**src/rtl/mult_div_unit.sv**
```systemverilog
// Iterative 33-cycle MULT/MULTU/DIV/DIVU unit holding the architectural HI/LO registers.
// Optional MTHI/MTLO write ports are enabled by defining MDU_MOVE_EN.
`timescale 1ns/1ps
module mult_div_unit #(
   parameter int WIDTH = 32
) (
   input  logic             clk,
   input  logic             reset,
   input  logic             start,
   input  logic [1:0]       op,
   input  logic [WIDTH-1:0] operand_a,
   input  logic [WIDTH-1:0] operand_b,
`ifdef MDU_MOVE_EN
   input  logic             mthi,
   input  logic             mtlo,
   input  logic [WIDTH-1:0] move_data,
`endif
   output logic             busy,
   output logic             done,
   output logic [WIDTH-1:0] hi,
   output logic [WIDTH-1:0] lo
);

   localparam int CW = $clog2(WIDTH);

   typedef enum logic [1:0] {IDLE, CALC, FIX} state_t;

   state_t           state;
   logic [CW-1:0]    count;
   logic             is_div;
   logic             sign_a;
   logic             sign_b;
   logic             dz;
   logic [WIDTH-1:0] abs_a;
   logic [WIDTH-1:0] abs_b;
   logic [2*WIDTH-1:0] acc;

   // operand decode at start
   logic             in_signed;
   logic             in_div;
   logic             in_neg_a;
   logic             in_neg_b;
   logic [WIDTH-1:0] in_abs_a;
   logic [WIDTH-1:0] in_abs_b;

   assign in_signed = ~op[0];
   assign in_div    = op[1];
   assign in_neg_a  = in_signed & operand_a[WIDTH-1];
   assign in_neg_b  = in_signed & operand_b[WIDTH-1];
   assign in_abs_a  = in_neg_a ? -operand_a : operand_a;
   assign in_abs_b  = in_neg_b ? -operand_b : operand_b;

   // multiply step: multiplier sits in acc low half and shifts out as the product shifts in
   logic [WIDTH:0]     mul_sum;
   logic [2*WIDTH-1:0] mul_next;

   assign mul_sum  = acc[0] ? ({1'b0, acc[2*WIDTH-1:WIDTH]} + {1'b0, abs_a})
                            : {1'b0, acc[2*WIDTH-1:WIDTH]};
   assign mul_next = {mul_sum, acc[WIDTH-1:1]};

   // restoring divide step: acc = {remainder, dividend/quotient}
   logic [WIDTH:0]     div_sh;
   logic [WIDTH:0]     div_diff;
   logic               div_ge;
   logic [2*WIDTH-1:0] div_next;

   assign div_sh   = {acc[2*WIDTH-1:WIDTH], acc[WIDTH-1]};
   assign div_diff = div_sh - {1'b0, abs_b};
   assign div_ge   = div_sh >= {1'b0, abs_b};
   assign div_next = {(div_ge ? div_diff[WIDTH-1:0] : div_sh[WIDTH-1:0]),
                      acc[WIDTH-2:0], div_ge};

   // sign correction; sign_a/sign_b are only ever set for signed ops
   logic [2*WIDTH-1:0] prod_fix;
   logic [WIDTH-1:0]   quot_fix;
   logic [WIDTH-1:0]   rem_fix;
   logic [WIDTH-1:0]   raw_a;

   assign prod_fix = (sign_a ^ sign_b) ? -acc : acc;
   assign quot_fix = (sign_a ^ sign_b) ? -acc[WIDTH-1:0] : acc[WIDTH-1:0];
   assign rem_fix  = sign_a ? -acc[2*WIDTH-1:WIDTH] : acc[2*WIDTH-1:WIDTH];
   assign raw_a    = sign_a ? -abs_a : abs_a;

   always_ff @(posedge clk or posedge reset) begin
      if (reset) begin
         state  <= IDLE;
         count  <= '0;
         is_div <= 1'b0;
         sign_a <= 1'b0;
         sign_b <= 1'b0;
         dz     <= 1'b0;
         abs_a  <= '0;
         abs_b  <= '0;
         acc    <= '0;
         busy   <= 1'b0;
         done   <= 1'b0;
         hi     <= '0;
         lo     <= '0;
      end else begin
         done <= 1'b0;
         case (state)
            IDLE: begin
               if (start) begin
                  is_div <= in_div;
                  sign_a <= in_neg_a;
                  sign_b <= in_neg_b;
                  abs_a  <= in_abs_a;
                  abs_b  <= in_abs_b;
                  acc    <= {{WIDTH{1'b0}}, (in_div ? in_abs_a : in_abs_b)};
                  count  <= '0;
                  busy   <= 1'b1;
                  if (in_div && operand_b == '0) begin
                     dz    <= 1'b1;
                     state <= FIX;
                  end else begin
                     dz    <= 1'b0;
                     state <= CALC;
                  end
               end
`ifdef MDU_MOVE_EN
               else begin
                  if (mthi) hi <= move_data;
                  if (mtlo) lo <= move_data;
               end
`endif
            end
            CALC: begin
               acc   <= is_div ? div_next : mul_next;
               count <= count + CW'(1);
               if (count == CW'(WIDTH - 1))
                  state <= FIX;
            end
            FIX: begin
               if (dz) begin
                  hi <= raw_a;
                  lo <= '1;
               end else if (is_div) begin
                  hi <= rem_fix;
                  lo <= quot_fix;
               end else begin
                  hi <= prod_fix[2*WIDTH-1:WIDTH];
                  lo <= prod_fix[WIDTH-1:0];
               end
               done  <= 1'b1;
               busy  <= 1'b0;
               state <= IDLE;
            end
            default: begin
               state <= IDLE;
               busy  <= 1'b0;
            end
         endcase
      end
   end

endmodule

```
**config.mk**
```make
export PLATFORM = sky130hd
export DESIGN_NAME = mult_div_unit
export DESIGN_NICKNAME = d
export VERILOG_FILES = /design/src/rtl/mult_div_unit.sv
export SDC_FILE = /design/constraint.sdc
export NUM_CORES = 1
export LEC_CHECK = 0
export CORE_ASPECT_RATIO = 1.75
export CORE_MARGIN = 2
export CORE_UTILIZATION = 52
export CTS_BUF_LIST = sky130_fd_sc_hd__clkbuf_4 sky130_fd_sc_hd__clkbuf_8
export CTS_CLUSTER_DIAMETER = 150
export DETAILED_ROUTE_END_ITERATION = 8
export PLACE_DENSITY = 0.73
export SYNTH_ARGS = -nofsm -noshare
export SYNTH_HDL_FRONTEND = slang
export SYNTH_SLANG_ARGS = --single-unit
```
**constraint.sdc**
```tcl
create_clock -name clk -period 8.9 [get_ports clk]
set_clock_uncertainty 0.15 [all_clocks]
set_input_delay 1.78 -clock clk [delete_from_list [all_inputs] [get_ports clk]]
set_output_delay 1.78 -clock clk [all_outputs]
set_load 0.01 [all_outputs]
```
* Yosys cells after proc, flatten, opt, wreduce, memory -nomap -nowiden *
Cells that the tools add are included.
Widths: inputs -> output; s select.

storage, ports and cells
  word-level logic and storage cells = 67
  output and inout port bits = 66
  flip-flop bits (word level) = 205

operators by class
  multiplexer cells = 26
  eq/ne operators = 5
  reduce and logical (&&, ||, !) cells = 8
  bitwise gates (word level) = 5
  $lt $le $gt $ge = 1
  $add $sub $neg = 9

operators by type and width
  operator             count
  $mux 32              11
  $mux 64              3
  $neg 32->32          5
  $pmux 64 s2          1
  $neg 64->64          1
  $add 32x32->33       1
  $ge 33x32->1         1
  $mux 33              1
  $logic_not 32->1     1
  $sub 32x32->32       1
  $pmux 5 s2           1
  $reduce_and 2->1     4
  $mux 2               3
  $add 5x1->5 const B  1
  $eq 5x5->1 const B   1
  $mux 5               1
  $ne 2x2->1 const B   2
  $pmux 2 s2           1
  $mux 1               3
  $and 1x1->1          2
  $eq 2x1->1 const B   1
  $eq 2x2->1 const B   1
  $logic_not 2->1      1
  $not 1->1            2
  4 further kinds      4

* Logic depth before layout (Yosys ltp) *
  word-level depth = 6
  mapped depth = 14
  gate-level depth less buffers = 13

* Worst setup path after synthesis *
OpenSTA, ideal clock, no wires.

  path kind = input -> register
  from = in operand_b[2]
  to = reg acc[29]
  cell stages on the path = 8
  arrival time = 3.983 ns
  library setup time = 0.131 ns
  path slack = 4.636 ns
  cell sequence = or4_1 -> or4_4 -> or3_4 -> o41ai_4 -> xor2_1 -> mux2i_1 -> a21oi_1 -> o21ai_1

between the ends
  longest elaborated chain between the ends = 5

ends and longest elaborated chain
  item                  RTL line  text
  start, declared       12        input logic [WIDTH-1:0] operand_b,
  $neg 32->32           51        assign in_abs_b = in_neg_b ? -operand_b : operand_b;
  $mux 32               51
  $mux 32               109       acc <= {{WIDTH{1'b0}}, (in_div ? in_abs_a : in_abs_b)};
  $mux 64               103       if (start) begin
  $pmux 64 s2           101       case (state)
  end signal, assigned  109
  end signal, assigned  128       acc <= is_div ? div_next : mul_next;
  end, declared         36        logic [2*WIDTH-1:0] acc;

No other way between the ends. The select of a mux whose other input is x is not followed.
A chain may end at the register's enable or synchronous reset.

* Worst setup path in the final report *
  from = in operand_b[2]
  to = reg acc[30]

Same word-level chain as after synthesis.

==> flow_summary_export.csv <==
group,metric,value,unit
outcome,outcome,"completed",
timing,finalCritPeriodShare,0.532,
route,vias_per_cell,6.38,
clock_tree,hold_buffers,0,
timing,fmax,0.211,GHz
clock_tree,postCtsSetupRepairBufs,0,
cells_and_area,final_layout_size_suffix_gt1_frac,0.0562,
cells_and_area,diodes,0,
global_routing,grt_start_max_net_pins,127,
worst_setup_path,start_kind,"primary input",
global_routing,grt.overflow.total,0,
power,p_per_area,474,nW/um^2
synthesis,synth_nets,2242,
cells_and_area,layout.cells.non_filler,2584,
synthesis,synth.distinct_cells,76,
clock_tree,post_cts_resized,0,
cells_and_area,fin_nets,2307,
synthesis,synth_most_common_cell,"nand2_1",
worst_setup_path,r2r_slack,4.56,ns
clock_tree,cts-buffers-inserted,34,
route,firstDrtPassIters,6,
timing,relSlewSlack,0.227,
synthesis,ys_ff_latch,205,
min_path,hp-class,"reg -> reg",
global_routing,grt_use_total,0.363,
route,post_drt_wl_per_cell,23.6,microns
clock_tree,insertion_delay,0.58,ns
synthesis,synth_edf_count,0,
route,drt_iter0_drc,1305,
floorplanning,ios,135,
cells_and_area,multi_input_area,10600,sq um
synthesis,synth-seq-area-share,0.310,
cells_and_area,fillers,2917,
global_routing,grt_pass1_vias,16085,
timing,rsz0062_at_grt,"no",
floorplanning,die_area,33300,sq um
route,routed_wl,61100,microns
global_routing,met1_usage,0.365,
placement,portBuffers,134,
route,ant_nets,0,
worst_setup_path,cp_max_fo,6,
route,route.vias.total,16496,
global_routing,use_met2,0.629,
synthesis,synth_top_cell_by_area,"dfrtp_1",
worst_setup_path,critPathMaxStageDelay,0.59,ns
route,drc,0,
clock_tree,clock_path_buffers,3,
synthesis,netlist.area_leader.share,0.310,
synthesis,synth_area_leaders,"dfrtp_1 (31%), o21ai_0 (6.8%), a21oi_1 (6.1%), nand2_1 (6.0%), ha_1 (5.4%)",
timing,fin_setup_tns,0,ns
clock_tree,h-tree-depth,2,
placement,place_inst,2525,
synthesis,async_flop_share,1.00,
timing,worst_slew_pin_slew,1.16,ns
timing,post-route-min-period,4.73,ns
global_routing,antenna_found_initial,0,
worst_setup_path,worstPathCellList,"clkdlybuf4s50_1 -> or4_1 -> nor3_1 -> nor3b_2 -> nor3b_2 -> a21oi_1 -> xnor2_1 -> mux2i_1 -> a21oi_1 -> o21ai_1",
worst_setup_path,critPathBufInv,1,
synthesis,synth_area,16500,sq um
worst_setup_path,crit_family,"simple AND/OR/NAND/NOR gates",
timing,drv_slew,0,
worst_setup_path,crit_arrival,4.98,ns
placement,routabilityCongestion,0.997,
flow_run,maxCapViolCount,0,
timing,hold_violations,0,
power,ir_worst_vdd,0.224,mV
clock_tree,cts_tree,"built",
floorplanning,die_w,139,microns
synthesis,synth_ff_type,"dfrtp_1",
synthesis,synth_commonest_cells,"nand2_1 (263), o21ai_0 (223), dfrtp_1 (205), a21oi_1 (201), nor2_1 (182)",
clock_tree,clk_pin_slew,0.06,ns
synthesis,syn_area_per_cell,7.87,sq um
global_routing,use_met3,0.0518,
cells_and_area,regArea,5130,sq um
worst_setup_path,worstSetupEndpointType,"flop",
global_routing,top_usage_layer,"met2",
timing,setup_viol,0,
worst_setup_path,crit_required,9.15,ns
worst_setup_path,worstSetupPathType,"in -> reg",
clock_tree,root_buffer,"clkbuf_8",
global_routing,grt_pass1_wl,92800,microns
power,p_leak,8.03,nW
cells_and_area,areaGrowthSynthToFinish,14.1,%
worst_setup_path,critPathSlowestCell,"or4_1",
floorplanning,design.core.area,31400,sq um
synthesis,syn_inst,2100,
synthesis,ys_warn_count,0,
floorplanning,initial_core_util,0.526,
placement,detailed_place_hpwl,46400,microns
floorplanning,die_h,240,microns
clock_tree,cts.sinks,205,
floorplanning,row_count,86,
==> metrics by stage <==
stage           util  hold WS [ns]  total power (W)  area, sq um  setup slack, ns
6_report       0.600         0.325          0.00894        18800             4.17
3_5_place_dp   0.576         0.315          0.00784        18100             3.65
4_1_cts        0.600         0.333          0.00884        18800             4.22
2_1_floorplan      -         0.300          0.00597        16500             1.37
5_1_grt        0.600         0.353          0.00957        18800             3.96
3_3_place_gp   0.576         0.308          0.00773        18100             3.73
==> cells by family after synthesis <==
| kind of cell | after synthesis | synth area share |
|---|---|---|
| buf+inv | 209 | 0.0479 |
| simple gates | 674 | 0.190 |
| mux | 68 | 0.0413 |
| flops | 205 | 0.310 |
| fa+ha+maj | 73 | 0.0562 |
| compound gates | 682 | 0.254 |
| xor+xnor | 189 | 0.100 |
==> worst register-to-register path: cells and delay by family, from the launching register on <==
kind            cells  cell delay, ns
flops               1            0.57
mux                 1            0.46
fa+ha+maj           1            0.55
simple gates        3            0.67
compound gates      5            1.83
==> metal layers <==
metal / routed length [microns] / vias up / share of wire
met4: 7360 / 0 / 0.12
met1: 20500 / 7809 / 0.34
li1: - / 7638 / -
met5: 0 / - / 0
met2: 29900 / 736 / 0.49
met3: 3280 / 313 / 0.054
==> layout by cell type, fill, tap and decap left out, drive strengths merged, types with 24 or more instances in the layout <==
cell type / netlist / layout
nand2: 263 / 263
o31ai: 28 / 28
a21o: 27 / 27
clkdlybuf4s50: 0 / 133
o211ai: 24 / 24
nor2: 182 / 182
mux2i: 66 / 66
clkbuf: 115 / 50
xor2: 94 / 94
xnor2: 95 / 95
inv: 79 / 79
nand3: 30 / 30
ha: 71 / 71
a21oi: 201 / 201
o21ai: 233 / 233
buf: 15 / 26
dfrtp: 205 / 205
nor3: 41 / 41
==> registers in the layout, indices dropped and copies added (netlist names), 2 cells and up <==
| name | count |
|---|---|
| abs_a | 32 |
| abs_b | 32 |
| acc | 64 |
| count | 5 |
| hi | 32 |
| lo | 32 |
| state | 2 |
==> final cells by class <==
| class | count | share of cell area |
|---|---|---|
| clock buffers | 50 | 0.0339 |
| clock inverters | 9 | 0.00664 |
| inverters | 79 | 0.0161 |
| multi-input cells | 1686 | 0.564 |
| flip-flops and latches | 205 | 0.272 |
| well taps | 396 | 0.0263 |
| repair buffers | 159 | 0.0809 |
==> final timing paths <==
| check | endpoint | startpoint | cells past startpoint |
|---|---|---|---|
| max | acc[30] | operand_b[2] | 10 |
| min | hi[12] | hi[12] | 2 |
| max reg2reg | acc[35] | acc[50] | 10 |
| min reg2reg | hi[12] | hi[12] | 2 |
| max in group asynchronous | dz | reset | 3 |
| min in group asynchronous | hi[10] | reset | 2 |
==> power breakdown <==
part,switching (W),leakage (nW),internal (W)
Clock,0.000428,0.397,0.000548
Sequential,0.000691,2.53,0.00136
Combinational,0.00347,5.11,0.00244
Total,0.00459,8.03,0.00435
No activity file was read; power rests on OpenSTA's default activity.
